**config.mk**
```make
export PLATFORM = sky130hd
export DESIGN_NAME = mul_rr_scheduler
export DESIGN_NICKNAME = d
export VERILOG_FILES = /design/src/rtl/mul_rr_scheduler.sv
export SDC_FILE = /design/constraint.sdc
export NUM_CORES = 1
export LEC_CHECK = 0
export CAP_MARGIN = 20
export CORE_ASPECT_RATIO = 0.75
export CORE_MARGIN = 1
export CORE_UTILIZATION = 42
export CTS_BUF_LIST = sky130_fd_sc_hd__clkbuf_4 sky130_fd_sc_hd__clkbuf_8
export CTS_CLUSTER_SIZE = 28
export DETAILED_ROUTE_END_ITERATION = 8
export PLACE_DENSITY = 0.82
export SKIP_LAST_GASP = 1
export SYNTH_ARGS = -nofsm -noshare
export SYNTH_HDL_FRONTEND = slang
export SYNTH_SLANG_ARGS = --single-unit
```
**constraint.sdc**
```tcl
create_clock -name clk -period 5.4 [get_ports clk]
set_input_delay 0.54 -clock clk [delete_from_list [all_inputs] [get_ports clk]]
set_output_delay 0.54 -clock clk [all_outputs]
set_load 0.02 [all_outputs]
```
**src/rtl/mul_rr_scheduler.sv**
```systemverilog
// Round-robin scheduler that time-shares one repeated-addition multiplier datapath
// among NREQ requesters and returns each product tagged with the requester id.
module mul_rr_scheduler #(
  parameter int NREQ  = 4,
  parameter int WIDTH = 16,
  parameter int IDW   = 2
) (
  input  logic                  clk,
  input  logic                  rst,
  input  logic [NREQ-1:0]       req,
  input  logic [NREQ*WIDTH-1:0] op_a,
  input  logic [NREQ*WIDTH-1:0] op_b,
  output logic [NREQ-1:0]       gnt,
  output logic [WIDTH-1:0]      data_in,
  output logic                  lda,
  output logic                  ldb,
  output logic                  clrp,
  output logic                  ldp,
  output logic                  decb,
  input  logic                  eqz,
  input  logic [WIDTH-1:0]      p_in,
  output logic                  busy,
  output logic                  rsp_valid,
  output logic [IDW-1:0]        rsp_id,
  output logic [WIDTH-1:0]      rsp_data
);

  typedef enum logic [2:0] {S_IDLE, S_LDA, S_LDB, S_MUL, S_DONE} state_t;

  state_t           state_q, state_d;
  logic [NREQ-1:0]  gnt_q, gnt_d;
  logic [IDW-1:0]   id_q, id_d;
  logic [IDW-1:0]   last_id_q, last_id_d;
  logic [WIDTH-1:0] a_q, a_d, b_q, b_d;
  logic             rsp_valid_q, rsp_valid_d;
  logic [IDW-1:0]   rsp_id_q, rsp_id_d;
  logic [WIDTH-1:0] rsp_data_q, rsp_data_d;

  logic [IDW-1:0]   cand;
  logic [IDW-1:0]   win_id;
  logic             win_found;

  // Walk candidates from farthest to nearest after last_id so the nearest pending one wins.
  always_comb begin
    cand      = '0;
    win_id    = '0;
    win_found = 1'b0;
    for (int k = NREQ; k >= 1; k--) begin
      cand = IDW'((int'(last_id_q) + k) % NREQ);
      if (req[cand]) begin
        win_id    = cand;
        win_found = 1'b1;
      end
    end
  end

  always_comb begin
    state_d     = state_q;
    gnt_d       = gnt_q;
    id_d        = id_q;
    last_id_d   = last_id_q;
    a_d         = a_q;
    b_d         = b_q;
    rsp_valid_d = 1'b0;
    rsp_id_d    = rsp_id_q;
    rsp_data_d  = rsp_data_q;
    data_in     = '0;
    lda         = 1'b0;
    ldb         = 1'b0;
    clrp        = 1'b0;
    ldp         = 1'b0;
    decb        = 1'b0;
    unique case (state_q)
      S_IDLE: begin
        if (win_found) begin
          gnt_d     = NREQ'(1) << win_id;
          id_d      = win_id;
          last_id_d = win_id;
          a_d       = op_a[int'(win_id)*WIDTH +: WIDTH];
          b_d       = op_b[int'(win_id)*WIDTH +: WIDTH];
          state_d   = S_LDA;
        end
      end
      S_LDA: begin
        data_in = a_q;
        lda     = 1'b1;
        state_d = S_LDB;
      end
      S_LDB: begin
        data_in = b_q;
        ldb     = 1'b1;
        clrp    = 1'b1;
        state_d = S_MUL;
      end
      S_MUL: begin
        if (!eqz) begin
          ldp  = 1'b1;
          decb = 1'b1;
        end else begin
          rsp_valid_d = 1'b1;
          rsp_id_d    = id_q;
          rsp_data_d  = p_in;
          state_d     = S_DONE;
        end
      end
      S_DONE: begin
        gnt_d   = '0;
        state_d = S_IDLE;
      end
      default: state_d = S_IDLE;
    endcase
  end

  always_ff @(posedge clk or posedge rst) begin
    if (rst) begin
      state_q     <= S_IDLE;
      gnt_q       <= '0;
      id_q        <= '0;
      last_id_q   <= IDW'(NREQ - 1);
      a_q         <= '0;
      b_q         <= '0;
      rsp_valid_q <= 1'b0;
      rsp_id_q    <= '0;
      rsp_data_q  <= '0;
    end else begin
      state_q     <= state_d;
      gnt_q       <= gnt_d;
      id_q        <= id_d;
      last_id_q   <= last_id_d;
      a_q         <= a_d;
      b_q         <= b_d;
      rsp_valid_q <= rsp_valid_d;
      rsp_id_q    <= rsp_id_d;
      rsp_data_q  <= rsp_data_d;
    end
  end

  assign gnt       = gnt_q;
  assign busy      = (state_q != S_IDLE);
  assign rsp_valid = rsp_valid_q;
  assign rsp_id    = rsp_id_q;
  assign rsp_data  = rsp_data_q;

endmodule

```
==> impl_metrics.env <==
export IMPL_worst_slew_pin_slew_ns=1.08
export IMPL_post_cts_setup_buffer_count=0
export IMPL_diodes=0
export IMPL_layout_commonest_cell="clkdlybuf4s50_1"
export IMPL_swShare=0.426
export IMPL_holdWs_ns=0.478
export IMPL_std_cell_rows=29
export IMPL_endpoint_kind="primary output"
export IMPL_worstPathMaxFanout=18
export IMPL_fin_cells=632
export IMPL_clockBufferDepth=2
export IMPL_p_sw_w=0.00134
export IMPL_seq_area_um2=1550
export IMPL_finalNetCount=670
export IMPL_netlist_area_um2=3760
export IMPL_clk_pin_slew_worst_paths_ns=0.07
export IMPL_grt_pass1_vias=3875
export IMPL_p_leak_nw=2.30
export IMPL_grt_usage=0.275
export IMPL_core_um2=8560
export IMPL_port_buffers=195
export IMPL_dr_pass1_iters=7
export IMPL_routedWlPerCell_um=19.8
export IMPL_wl_um=12500
export IMPL_grt_start_max_net_pins=63
export IMPL_area_growth_pct=58.1
export IMPL_powerDensity_nw_per_um2=530
export IMPL_finalSetupTns_ns=0
export IMPL_place_worst_setup_slack_ns=2.26
export IMPL_cts_tree="built"
export IMPL_place_inst=616
export IMPL_cts_made_buffers=9
export IMPL_p_seq_frac=0.274
export IMPL_p_int_w=0.00181
export IMPL_ir_drop_mv=0.308
export IMPL_grt_pass1_wl_um=19700
export IMPL_chipHeight_um=84.0
export IMPL_die_w_um=111
export IMPL_drive_above_1_share=0.170
export IMPL_violations="design-rule violations"
export IMPL_ios=196
export IMPL_clkLatencyLatePin_ns=0.33
export IMPL_fin_crit_sh=0.601
export IMPL_crit_type="reg2out"
export IMPL_antenna_found_initial=0
export IMPL_synth_cells=341
export IMPL_cts_root_buffer_cell="clkbuf_8"
export IMPL_dp_hpwl_um=9100
export IMPL_dieArea_um2=9350
export IMPL_fin_skew_ns=0.00781
export IMPL_period_minus_slack_ns=3.24
export IMPL_pwr_share_comb=0.598
export IMPL_drc=24
export IMPL_placed_area_um2=5760
export IMPL_ctsResizeCount=0
export IMPL_grt_overflow_total=0
export IMPL_initial_core_util=0.440
export IMPL_setup_viol=0
export IMPL_multi_input_area_um2=2060
export IMPL_rsz0062_at_grt="false"
export IMPL_fillers=686
export IMPL_layout_common_cells="clkdlybuf4s50_1, dfrtp_1, nor2_1"
export IMPL_max_freq_mhz=308
export IMPL_finalHoldViolCount=0
export IMPL_detailroute_via_count=3612
export IMPL_synth_cell_types=37
export IMPL_ys_warn_count=0
export IMPL_synth_seq_cells=62
export IMPL_yosysSeqAreaShare=0.413
export IMPL_final_cell_area_um2=5950
export IMPL_status="complete, but fails checks"
export IMPL_hold_buffers=0
export IMPL_fin_ws_ns=2.16
export IMPL_place_gp_congestion=0.804
export IMPL_hp_class="reg2reg"
export IMPL_worstPathArrival_ns=2.70
export IMPL_critPathLaunchType="flip-flop"
export IMPL_drt_iter0_markers=217
export IMPL_crit_required_ns=4.86
export IMPL_postSynthAreaPerCell_um2=11.0
export IMPL_htreeDepth=3
export IMPL_clkSinkCount=62
export IMPL_ant_nets=0
export IMPL_via_per_inst=5.72
export IMPL_cap_violations=0
export IMPL_slew_headroom=0.281
export IMPL_pwr_share_clk=0.128
export IMPL_slew_violations=0
export IMPL_synth_nets=492
-- power groups by stage --
| stage | Sequential, W | Combinational, W | Clock (W) |
|---|---|---|---|
| finish | 0.000865 | 0.00189 | 0.000404 |
| global placement | 0.000860 | 0.00185 | 0 |
| global route | 0.000889 | 0.00201 | 0.000429 |
| detailed placement | 0.000872 | 0.00189 | 0 |
| floorplan | 0.000908 | 0.00113 | 0 |
| CTS | 0.000864 | 0.00190 | 0.000411 |
-- flip-flops by register name, summed over array words and instances, names as in the netlist --
| register | cells |
|---|---|
| a_q | 16 |
| gnt | 4 |
| rsp_data | 16 |
| rsp_id | 2 |
| id_q | 2 |
| last_id_q | 2 |
| state_q | 3 |
| b_q | 16 |
| rsp_valid | 1 |
-- critical path, cell delays in order (launching register included) --
cell and delay (ns):
dfrtp_1 0.42, nor2b_1 0.23, nor2b_2 0.78, a22o_1 0.32, clkdlybuf4s50_1 0.62
-- layer usage --
layer | vias up | routed length, µm | share of wire | GRT usage
met1 | 1766 | 5160 | 0.41 | 0.338
met4 | 0 | 199 | 0.016 | 0.0835
li1 | 1664 | - | - | -
met3 | 14 | 960 | 0.077 | 0.0639
met5 | - | 0 | 0 | 0
met2 | 168 | 6210 | 0.50 | 0.481
-- metrics by stage --
stage               utilization  power, W
finish                    0.695   0.00316
global route              0.695   0.00333
CTS                       0.695   0.00317
detailed placement        0.672   0.00277
global placement          0.672   0.00271
floorplan                     -   0.00203
-- worst paths after layout --
| kind | from | endpoint | slack (ns) | depth (start not counted) |
|---|---|---|---|---|
| max reg2reg | state_q[2]$_DFFE_PP0P_ | b_q[15]$_DFFE_PP0P_ | 2.83 | 6 |
| max | state_q[2]$_DFFE_PP0P_ | data_in[2] | 2.16 | 4 |
| max in group asynchronous | rst | b_q[1]$_DFFE_PP0P_ | 4.12 | 3 |
| min reg2reg | id_q[1]$_DFFE_PP0P_ | id_q[1]$_DFFE_PP0P_ | 0.48 | 2 |
| min in group asynchronous | rst | rsp_data[6]$_DFFE_PP0P_ | 0.76 | 3 |
| min | id_q[1]$_DFFE_PP0P_ | id_q[1]$_DFFE_PP0P_ | 0.48 | 2 |
-- kinds of logic (layout without fill, tap and decap cells) --
group	count (synthesis)	count (layout)	share of synthesized area
AO/OA/AOI/OAI	125	125	0.309
buffers and inverters	36	219	0.0505
flip-flops	62	62	0.413
multiplexers	50	50	0.139
AND/OR/NAND/NOR	68	68	0.0887
-- cell usage after synthesis --
cell type,instances,area share
nor3_1,1,0.0013
or4_4,1,0.0030
buf_4,3,0.0060
o211ai_1,2,0.0040
a22o_1,16,0.037
a211oi_2,35,0.12
or3_1,2,0.0033
nand3_4,1,0.0047
nand2_2,1,0.0017
a21bo_2,1,0.0027
buf_6,4,0.012
dfrtp_1,60,0.40
and2_1,3,0.0050
clkbuf_1,15,0.015
mux2_2,18,0.054
a21oi_2,1,0.0023
nor2b_1,2,0.0033
a211oi_1,27,0.054
and3_1,2,0.0033
or4b_2,1,0.0027
o31a_1,31,0.072
inv_1,2,0.0020
nand2_1,7,0.0070
o21ai_0,4,0.0053
buf_1,1,0.0010
nand2b_1,4,0.0066
nand3_1,2,0.0027
mux2i_1,32,0.085
nor3_2,2,0.0053
nor2_1,39,0.039
a22oi_1,2,0.0040
a21oi_1,3,0.0040
o22a_1,1,0.0023
o31ai_1,1,0.0020
dfstp_2,2,0.014
buf_2,11,0.015
a21boi_2,1,0.0030
-- final cells by class --
type | instances | area share
multi-input cells | 243 | 0.347
well taps | 108 | 0.0227
clock inverters | 6 | 0.0107
repair buffers | 201 | 0.336
flip-flops and latches | 62 | 0.261
inverters | 2 | 0.00126
clock buffers | 10 | 0.0221
No activity file was read; power rests on OpenSTA's default activity.
